==> src/rtl/ghost_mode_ctrl.sv <==
// ghost_mode_ctrl: level-1 scatter/chase schedule shared by all four ghost movers.
// Optional frightened mode is enabled with the GHOST_FRIGHTENED_EN macro.
`default_nettype none

module ghost_mode_ctrl #(
    parameter int START_DELAY_FRAMES   = 300,
    parameter int SCATTER_LONG_FRAMES  = 420,
    parameter int SCATTER_SHORT_FRAMES = 300,
    parameter int CHASE_FRAMES         = 1200,
    parameter int FRIGHT_FRAMES        = 360
) (
    input  logic       clk,
    input  logic       rst_n,
    input  logic       frame_tick,
    input  logic       game_start,
    input  logic       pause,
    input  logic       power_pellet,
    output logic       isChase,
    output logic       isScatter,
    output logic       isFrightened,
    output logic       reverse_dir,
    output logic [2:0] mode_phase,
    output logic       active
);

    typedef enum logic [1:0] {
        S_IDLE  = 2'd0,
        S_DELAY = 2'd1,
        S_RUN   = 2'd2
    } state_t;

    localparam logic [10:0] c_delay_last   = 11'(START_DELAY_FRAMES - 1);
    localparam logic [10:0] c_long_last    = 11'(SCATTER_LONG_FRAMES - 1);
    localparam logic [10:0] c_short_last   = 11'(SCATTER_SHORT_FRAMES - 1);
    localparam logic [10:0] c_chase_last   = 11'(CHASE_FRAMES - 1);
    localparam logic [2:0]  c_final_phase  = 3'd7;

    state_t      r_state, w_state;
    logic [10:0] r_frame_cnt, w_frame_cnt;
    logic [2:0]  r_phase, w_phase;
    logic        r_chase, w_chase;
    logic        r_scatter, w_scatter;
    logic        r_rev, w_rev;
    logic [10:0] w_len_last;

`ifdef GHOST_FRIGHTENED_EN
    localparam logic [10:0] c_fright_last = 11'(FRIGHT_FRAMES - 1);
    logic        r_fright, w_fright;
    logic [10:0] r_fright_cnt, w_fright_cnt;
`else
    logic [11:0] w_unused_fright;
    assign w_unused_fright = {power_pellet, 11'(FRIGHT_FRAMES)};
`endif

    always_comb begin
        w_len_last = c_chase_last;
        case (r_phase)
            3'd0, 3'd2: w_len_last = c_long_last;
            3'd4, 3'd6: w_len_last = c_short_last;
            default:    w_len_last = c_chase_last;
        endcase
    end

    always_comb begin
        w_state     = r_state;
        w_frame_cnt = r_frame_cnt;
        w_phase     = r_phase;
        w_chase     = r_chase;
        w_scatter   = r_scatter;
        w_rev       = 1'b0;
`ifdef GHOST_FRIGHTENED_EN
        w_fright     = r_fright;
        w_fright_cnt = r_fright_cnt;
`endif
        if (game_start) begin
            w_state     = S_DELAY;
            w_frame_cnt = 11'd0;
            w_phase     = 3'd0;
            w_chase     = 1'b0;
            w_scatter   = 1'b0;
`ifdef GHOST_FRIGHTENED_EN
            w_fright     = 1'b0;
            w_fright_cnt = 11'd0;
`endif
        end else if (!pause) begin
            case (r_state)
                S_DELAY: begin
                    if (frame_tick) begin
                        if (r_frame_cnt == c_delay_last) begin
                            w_state     = S_RUN;
                            w_frame_cnt = 11'd0;
                            w_phase     = 3'd0;
                            w_scatter   = 1'b1;
                        end else begin
                            w_frame_cnt = r_frame_cnt + 11'd1;
                        end
                    end
                end
                S_RUN: begin
`ifdef GHOST_FRIGHTENED_EN
                    // While frightened the schedule count is frozen; only the fright timer runs.
                    if (power_pellet) begin
                        w_fright     = 1'b1;
                        w_fright_cnt = 11'd0;
                        w_rev        = 1'b1;
                    end else if (frame_tick && r_fright) begin
                        if (r_fright_cnt == c_fright_last) begin
                            w_fright     = 1'b0;
                            w_fright_cnt = 11'd0;
                        end else begin
                            w_fright_cnt = r_fright_cnt + 11'd1;
                        end
                    end else
`endif
                    if (frame_tick && (r_phase != c_final_phase)) begin
                        if (r_frame_cnt == w_len_last) begin
                            w_phase     = r_phase + 3'd1;
                            w_frame_cnt = 11'd0;
                            w_chase     = ~r_chase;
                            w_scatter   = ~r_scatter;
                            w_rev       = 1'b1;
                        end else begin
                            w_frame_cnt = r_frame_cnt + 11'd1;
                        end
                    end
                end
                default: ;
            endcase
        end
    end

    always_ff @(posedge clk) begin
        if (!rst_n) begin
            r_state     <= S_IDLE;
            r_frame_cnt <= 11'd0;
            r_phase     <= 3'd0;
            r_chase     <= 1'b0;
            r_scatter   <= 1'b0;
            r_rev       <= 1'b0;
        end else begin
            r_state     <= w_state;
            r_frame_cnt <= w_frame_cnt;
            r_phase     <= w_phase;
            r_chase     <= w_chase;
            r_scatter   <= w_scatter;
            r_rev       <= w_rev;
        end
    end

`ifdef GHOST_FRIGHTENED_EN
    always_ff @(posedge clk) begin
        if (!rst_n) begin
            r_fright     <= 1'b0;
            r_fright_cnt <= 11'd0;
        end else begin
            r_fright     <= w_fright;
            r_fright_cnt <= w_fright_cnt;
        end
    end
    assign isFrightened = r_fright;
`else
    assign isFrightened = 1'b0;
`endif

    assign isChase     = r_chase;
    assign isScatter   = r_scatter;
    assign reverse_dir = r_rev;
    assign mode_phase  = r_phase;
    assign active      = (r_state != S_IDLE);

endmodule

`default_nettype wire

==> config.mk <==
export PLATFORM = sky130hd
export DESIGN_NAME = ghost_mode_ctrl
export DESIGN_NICKNAME = d
export VERILOG_FILES = /design/src/rtl/ghost_mode_ctrl.sv
export SDC_FILE = /design/constraint.sdc
export NUM_CORES = 1
export LEC_CHECK = 0
export ABC_AREA = 1
export ABC_CLOCK_PERIOD_IN_PS = 3050
export CAP_MARGIN = 25
export CORE_ASPECT_RATIO = 0.5
export CORE_MARGIN = 1
export CORE_UTILIZATION = 25
export CTS_BUF_LIST = sky130_fd_sc_hd__clkbuf_2 sky130_fd_sc_hd__clkbuf_4 sky130_fd_sc_hd__clkbuf_8
export DETAILED_ROUTE_END_ITERATION = 12
export PLACE_DENSITY = 0.47
export SYNTH_ARGS = -nofsm -noshare
export SYNTH_HDL_FRONTEND = slang
export SYNTH_SLANG_ARGS = --single-unit
==> constraint.sdc <==
create_clock -name clk -period 3.05 [get_ports clk]
set_input_delay 0.61 -clock clk [delete_from_list [all_inputs] [get_ports clk]]
set_output_delay 0.61 -clock clk [all_outputs]
set_load 0.02 [all_outputs]
==> results of run 1 <==
-- power by group --
part | internal (W) | leakage, nW | switching [W] | total (W)
Sequential | 0.000249 | 0.153 | 0.00000153 | 0.000251
Clock | 0.000102 | 0.0262 | 0.0000874 | 0.000189
Combinational | 0.0000116 | 0.341 | 0.0000196 | 0.0000312
-- area by class of cell --
class	instances	area, um2	area share
Clock buffer	4	48.8	0.0346
Tap cell	66	82.6	0.0585
Multi-Input combinational cell	129	684	0.485
Inverter	28	105	0.0745
Timing Repair Buffer	11	110	0.0780
Sequential cell	19	380	0.270
-- logic make-up after synthesis --
| group | synth area share |
|---|---|
| and+or+nand+nor | 0.430 |
| buffers and inverters | 0.114 |
| DFF | 0.317 |
| AOI/OAI and AO/OA | 0.0604 |
| xor gates and xnor gates | 0.0365 |
| adders and majority gates | 0.0313 |
| other | 0.00312 |
| muxes | 0.00833 |
-- cells in the mapped netlist (all sizes together) --
| cell type | count |
|---|---|
| a21oi | 8 |
| buf | 4 |
| conb | 1 |
| dfxtp | 19 |
| ha | 3 |
| inv | 28 |
| mux2i | 1 |
| nand2 | 45 |
| nand3 | 14 |
| nand4 | 8 |
| nor2 | 35 |
| nor3 | 4 |
| o21ai | 5 |
| xnor2 | 1 |
| xor2 | 4 |
-- through the flow --
step	cells	hold WS (ns)	util	setup slack [ns]	total power, W
floorplan	180	0.476	-	1.51	0.000278
global placement	253	0.465	0.302	0.714	0.000288
detailed placement	253	0.470	0.302	0.716	0.000288
CTS	257	0.483	0.313	0.984	0.000478
global route	257	0.513	0.313	0.873	0.000491
finish	257	0.480	0.313	1.00	0.000471
-- state kept, by name, indices dropped and copies added (netlist names) --
name         flops
r_state          2
isChase          1
mode_phase       3
reverse_dir      1
r_frame_cnt     11
isScatter        1
-- path summary, 6_finish.rpt --
path / end / depth (start not counted) / startpoint / slack [ns]
setup reg to reg: r_frame_cnt[2]$_SDFFE_PP0P_ / 10 / mode_phase[0]$_SDFFE_PP0P_ / 1.21
hold / removal: isScatter$_SDFFE_PP0P_ / 2 / isScatter$_SDFFE_PP0P_ / 0.48
hold reg to reg: isScatter$_SDFFE_PP0P_ / 2 / isScatter$_SDFFE_PP0P_ / 0.48
setup / recovery: r_frame_cnt[2]$_SDFFE_PP0P_ / 10 / frame_tick / 1.00
-- layer usage --
metal / part of all wire / routed length, um / track usage / up-vias
li1: - / - / - / 586
met1: 0.55 / 1450 / 0.158 / 487
met2: 0.42 / 1100 / 0.170 / 13
met3: 0.028 / 73 / 0.0328 / 2
met4: 0.0087 / 23 / 0.0362 / 0
met5: 0 / 0 / 0 / -
-- cells in the final DEF, fill, tap and decap left out, drive strengths merged, types with 5 or more instances in the layout --
cell type      count
a21oi              8
clkdlybuf4s50     11
dfxtp             19
inv               28
nand2             45
nand3             14
nand4              8
nor2              35
o21ai              5
-- critical path, delay by kind of cell --
| kind | cells | cell delay (ns) |
|---|---|---|
| buffers and inverters | 3 | 0.60 |
| AND/OR/NAND/NOR | 6 | 0.81 |
| AO/OA/AOI/OAI | 1 | 0.18 |
==> run_results.csv, run 1 <==
group,metric,value,unit
status,outcome,"completed",
setup_path,crit_required,3.20,ns
pwr,vdd_drop_max,0.000105,V
yosys,synth_top_area_share,0.317,
yosys,synth.cell_area,0.00120,mm2
grt,grt_usage,0.114,
clock_tree,clockBufferDepth,2,
setup_path,critPathKind,"input pin to flip-flop",
setup_path,path_max_fanout,12,
detailed_routing,routed_via_density,4.23,
detailed_routing,first_pass_iters,4,
yosys,syn-instance-count,180,
yosys,ys_types,26,
pwr,powerDensity,334,mW/mm2
grt,grt_pass1_vias,926,
floorplanning,fp-row-count,17,
detailed_routing,avgRoutedWirePerCell,10.3,um
grt,antenna_found_initial,0,
sta,fin_skew,0.00462,ns
pwr,p_leak,0.521,nW
grt,gr-total-overflow,0,
floorplanning,core_area,0.00451,mm2
floorplanning,fp.dieW,100,um
sta,period_minus_slack,2.05,ns
finish,design_area,0.00141,mm2
clock_tree,cts_buffers,3,
floorplanning,chipHeight,51.0,um
floorplanning,num_io_pins,14,
setup_path,slowest_stage,"clkdlybuf4s50_1",
clock_tree,clk_latency,0.26,ns
yosys,ys_warn_count,0,
sta,setup_tns,0,ns
sta,fmax,489,MHz
detailed_routing,drcViolationCount,0,
setup_path,cp.arrival,2.20,ns
sta,slew_violations,0,
grt,grt_max_degree,13,
finish,areaGrowthSynthToFinish,17.5,%
placed_design,gp_congestion,0.843,
placed_design,dp_hpwl,1970,um
placed_design,port_buffers,11,
sta,rsz0062_at_grt,"no",
finish,fillerInstances,529,
yosys,synth_nets,189,
sta,period_share,0.671,
job,maxCapViolations,0,
yosys,synthTopCellsByArea,"dfxtp_1 32%, nand2_1 13%, inv_1 6.9%",
clock_tree,cts_max_level,1,
grt,grt_pass1_wl,4440,um
setup_path,critPathCaptureType,"flip-flop",
clock_tree,clkTransAtPathRegs,0.07,ns
setup_path,slowest_delay,0.45,ns
detailed_routing,routed_wl,2650,um
yosys,syn_avg_cell_area,6.67,um2
clock_tree,holdBufCountCts,0,
hold_path,hp-class,"flip-flop to flip-flop",
yosys,synth_seq_cells,19,
yosys,yosysSeqAreaShare,0.317,
sta,hold_viol,0,
clock_tree,cts_root_buf,"clkbuf_8",
clock_tree,tritoncts,"yes",
floorplanning,die_area,0.00510,mm2
floorplanning,start_util,0.266,
yosys,yosysTopAreaCell,"dfxtp_1",
detailed_routing,postRouteAntennaNets,0,
finish,diodes,0,
sta,setup_viol,0,
clock_tree,cts_resized,0,
clock_tree,postCtsSetupRepairBufs,0,
detailed_routing,vias,1088,
finish,final_net_count,201,
placed_design,dpl_cell_area,0.00136,mm2
setup_path,start_kind,"input pin",
clock_tree,cts_sinks,19,
setup_path,worstPathCellList,"clkdlybuf4s50_1, inv_1, nor2_1, nand3_2, nand2_2, inv_2, a21oi_2, nand2_4, nand2_8, nor2_2",
finish,drive_above_1_share,0.162,
detailed_routing,drt_iter0_drc,42,
(Power assumes the default switching activity.)
==> inputs of run 2 (changes only) <==
--- a/config.mk
+++ b/config.mk
@@ -6,14 +6,14 @@
 export NUM_CORES = 1
 export LEC_CHECK = 0
 export ABC_AREA = 1
-export ABC_CLOCK_PERIOD_IN_PS = 3050
+export ABC_CLOCK_PERIOD_IN_PS = 1800
 export CAP_MARGIN = 25
 export CORE_ASPECT_RATIO = 0.5
 export CORE_MARGIN = 1
 export CORE_UTILIZATION = 25
 export CTS_BUF_LIST = sky130_fd_sc_hd__clkbuf_2 sky130_fd_sc_hd__clkbuf_4 sky130_fd_sc_hd__clkbuf_8
 export DETAILED_ROUTE_END_ITERATION = 12
-export PLACE_DENSITY = 0.47
+export PLACE_DENSITY = 0.48
 export SYNTH_ARGS = -nofsm -noshare
 export SYNTH_HDL_FRONTEND = slang
 export SYNTH_SLANG_ARGS = --single-unit
==> constraint.sdc (replaced) <==
create_clock -name clk -period 1.8 [get_ports clk]
set_input_delay 0.36 -clock clk [delete_from_list [all_inputs] [get_ports clk]]
set_output_delay 0.36 -clock clk [all_outputs]
set_load 0.02 [all_outputs]
==> run 2 against run 1 <==
Compared with the run above:
- sequential power up 69%
- non-clock buffer count up 7
- first-iteration DRC count up 48%
- largest cell class unchanged
==> run_results.csv, run 2 (synthesis results as in run 1) <==
group,metric,value,unit
floorplanning,die_area,0.00510,mm2
grt,gr-total-overflow,0,
finish,diodes,0,
clock_tree,cts_max_level,1,
floorplanning,start_util,0.266,
clock_tree,clk_latency,0.26,ns
grt,grt_pass1_vias,948,
detailed_routing,first_pass_iters,4,
grt,grt_max_degree,12,
setup_path,rr_startpoint,"mode_phase[0]$_SDFFE_PP0P_",
clock_tree,clockBufferDepth,2,
detailed_routing,drt_iter0_drc,62,
placed_design,dp_hpwl,2040,um
sta,rsz0062_at_grt,"no",
setup_path,reg2reg_slack,0.16,ns
clock_tree,cts_buffers,3,
sta,hold_ws,0.480,ns
setup_path,path_max_fanout,3,
status,outcome,"completed",
setup_path,crit_required,1.44,ns
grt,grt_pass1_wl,4490,um
setup_path,critPathCaptureType,"primary output",
grt,top_usage_layer,"met2",
detailed_routing,vias,1116,
setup_path,start_kind,"flip-flop",
sta,hold_viol,0,
finish,drive_above_1_share,0.192,
sta,slew_violations,0,
setup_path,cp.arrival,1.35,ns
detailed_routing,routed_wl,2690,um
job,maxCapViolations,0,
grt,use_met1,0.150,
hold_path,min_path_cells,2,
placed_design,gp_congestion,0.796,
clock_tree,holdBufCountCts,0,
finish,largest_reg_flops,11,
clock_tree,cts_root_buf,"clkbuf_8",
clock_tree,cts_sinks,19,
finish,fillerInstances,505,
hold_path,min_delay_worst_endpoint,"isScatter$_SDFFE_PP0P_",
clock_tree,postCtsSetupRepairBufs,0,
sta,setup_viol,0,
sta,fmax,586,MHz
sta,fin_skew,0.00688,ns
detailed_routing,avgRoutedWirePerCell,10.2,um
finish,regArea,380,um2
detailed_routing,routed_via_density,4.23,
finish,design_area,0.00148,mm2
finish,final_net_count,208,
floorplanning,core_area,0.00451,mm2
finish,final_cell_mix,"42 x nand2_1, 22 x inv_1, 21 x nor2_1, 19 x dfxtp_1, 13 x nor2_2",
detailed_routing,drcViolationCount,0,
clock_tree,clkTransAtPathRegs,0.08,ns
clock_tree,tritoncts,"yes",
detailed_routing,postRouteAntennaNets,0,
finish,multiInputGateArea,684,um2
sta,period_minus_slack,1.71,ns
floorplanning,chipHeight,51.0,um
grt,antenna_found_initial,0,
setup_path,r2r_end,"r_frame_cnt[4]$_SDFFE_PP0P_",
floorplanning,fp.dieW,100,um
hold_path,hp-class,"flip-flop to flip-flop",
sta,period_share,0.948,
grt,grt_usage,0.115,
grt,grt_util_met2,0.190,
clock_tree,cts_resized,0,
pwr,p_leak,0.558,nW
finish,areaGrowthSynthToFinish,22.9,%
pwr,vdd_drop_max,0.000197,V
floorplanning,num_io_pins,14,
finish,top_register,"r_frame_cnt",
floorplanning,fp-row-count,17,
setup_path,critPathKind,"flip-flop to primary output",
pwr,powerDensity,547,mW/mm2
placed_design,dpl_cell_area,0.00143,mm2
hold_path,holdCritStartpoint,"isScatter$_SDFFE_PP0P_",
finish,final_common_cell,"nand2_1",
placed_design,port_buffers,11,
grt,met3_usage,0.0328,
finish,fin_util,0.327,
setup_path,ff2ff_path_depth,10,
[run 2: worst max path at each step]
| stage | start | endpoint | slack (ns) | cells after the start |
|---|---|---|---|---|
| floorplan | mode_phase[0]$_SDFFE_PP0P_ | r_frame_cnt[0]$_SDFFE_PP0P_ | 0.26 | 10 |
| global placement | frame_tick | r_frame_cnt[1]$_SDFFE_PP0P_ | -0.04 | 10 |
| detailed placement | frame_tick | r_frame_cnt[0]$_SDFFE_PP0P_ | -0.06 | 10 |
| CTS | r_state[0]$_SDFFE_PN0P_ | active | 0.08 | 3 |
| global route | r_state[0]$_SDFFE_PN0P_ | active | 0.007 | 3 |
| finish | r_state[0]$_SDFFE_PN0P_ | active | 0.09 | 3 |
[run 2: layout make-up]
type | instances | share of cell area
inverter | 28 | 0.0712
clock buffer | 4 | 0.0331
sequential | 19 | 0.258
tap | 66 | 0.0559
timing repair buffer | 18 | 0.119
multi-input combinational | 129 | 0.464
[run 2: power by group]
group / total [W] / internal (W) / switching (W)
registers: 0.000425 / 0.000422 / 0.00000222
logic: 0.0000606 / 0.0000263 / 0.0000343
clock network: 0.000322 / 0.000173 / 0.000149
total: 0.000807 / 0.000621 / 0.000186
[run 2: critical path, stage by stage (launching register included)]
cell	delay (ns)
dfxtp_1	0.39
inv_2	0.05
nand2_1	0.05
clkdlybuf4s50_1	0.59
[run 2: per-stage QoR]
| stage | setup WS [ns] | instances | total power [W] | setup TNS [ns] |
|---|---|---|---|---|
| 2_1_floorplan | 0.261 | 180 | 0.000470 | 0 |
| 4_1_cts | 0.0810 | 264 | 0.000821 | 0 |
| 6_report | 0.0936 | 264 | 0.000807 | 0 |
| 3_5_place_dp | -0.0647 | 260 | 0.000496 | -0.577 |
| 3_3_place_gp | -0.0395 | 260 | 0.000495 | -0.323 |
| 5_1_grt | 0.00673 | 264 | 0.000847 | 0 |
[run 2: metal layers]
layer,vias up,part of all wire
met1,487,0.52
met2,28,0.44
li1,599,-
met3,2,0.039
met5,-,0
met4,0,0.0067
==> inputs of run 3 (changes only) <==
--- a/config.mk
+++ b/config.mk
@@ -13,6 +13,7 @@
 export CORE_UTILIZATION = 25
 export CTS_BUF_LIST = sky130_fd_sc_hd__clkbuf_2 sky130_fd_sc_hd__clkbuf_4 sky130_fd_sc_hd__clkbuf_8
 export DETAILED_ROUTE_END_ITERATION = 12
+export GPL_ROUTABILITY_DRIVEN = 0
 export PLACE_DENSITY = 0.48
 export SYNTH_ARGS = -nofsm -noshare
 export SYNTH_HDL_FRONTEND = slang
==> results of run 3 <==
No change in the layout: final DEF, timing and power equal those of run 2.
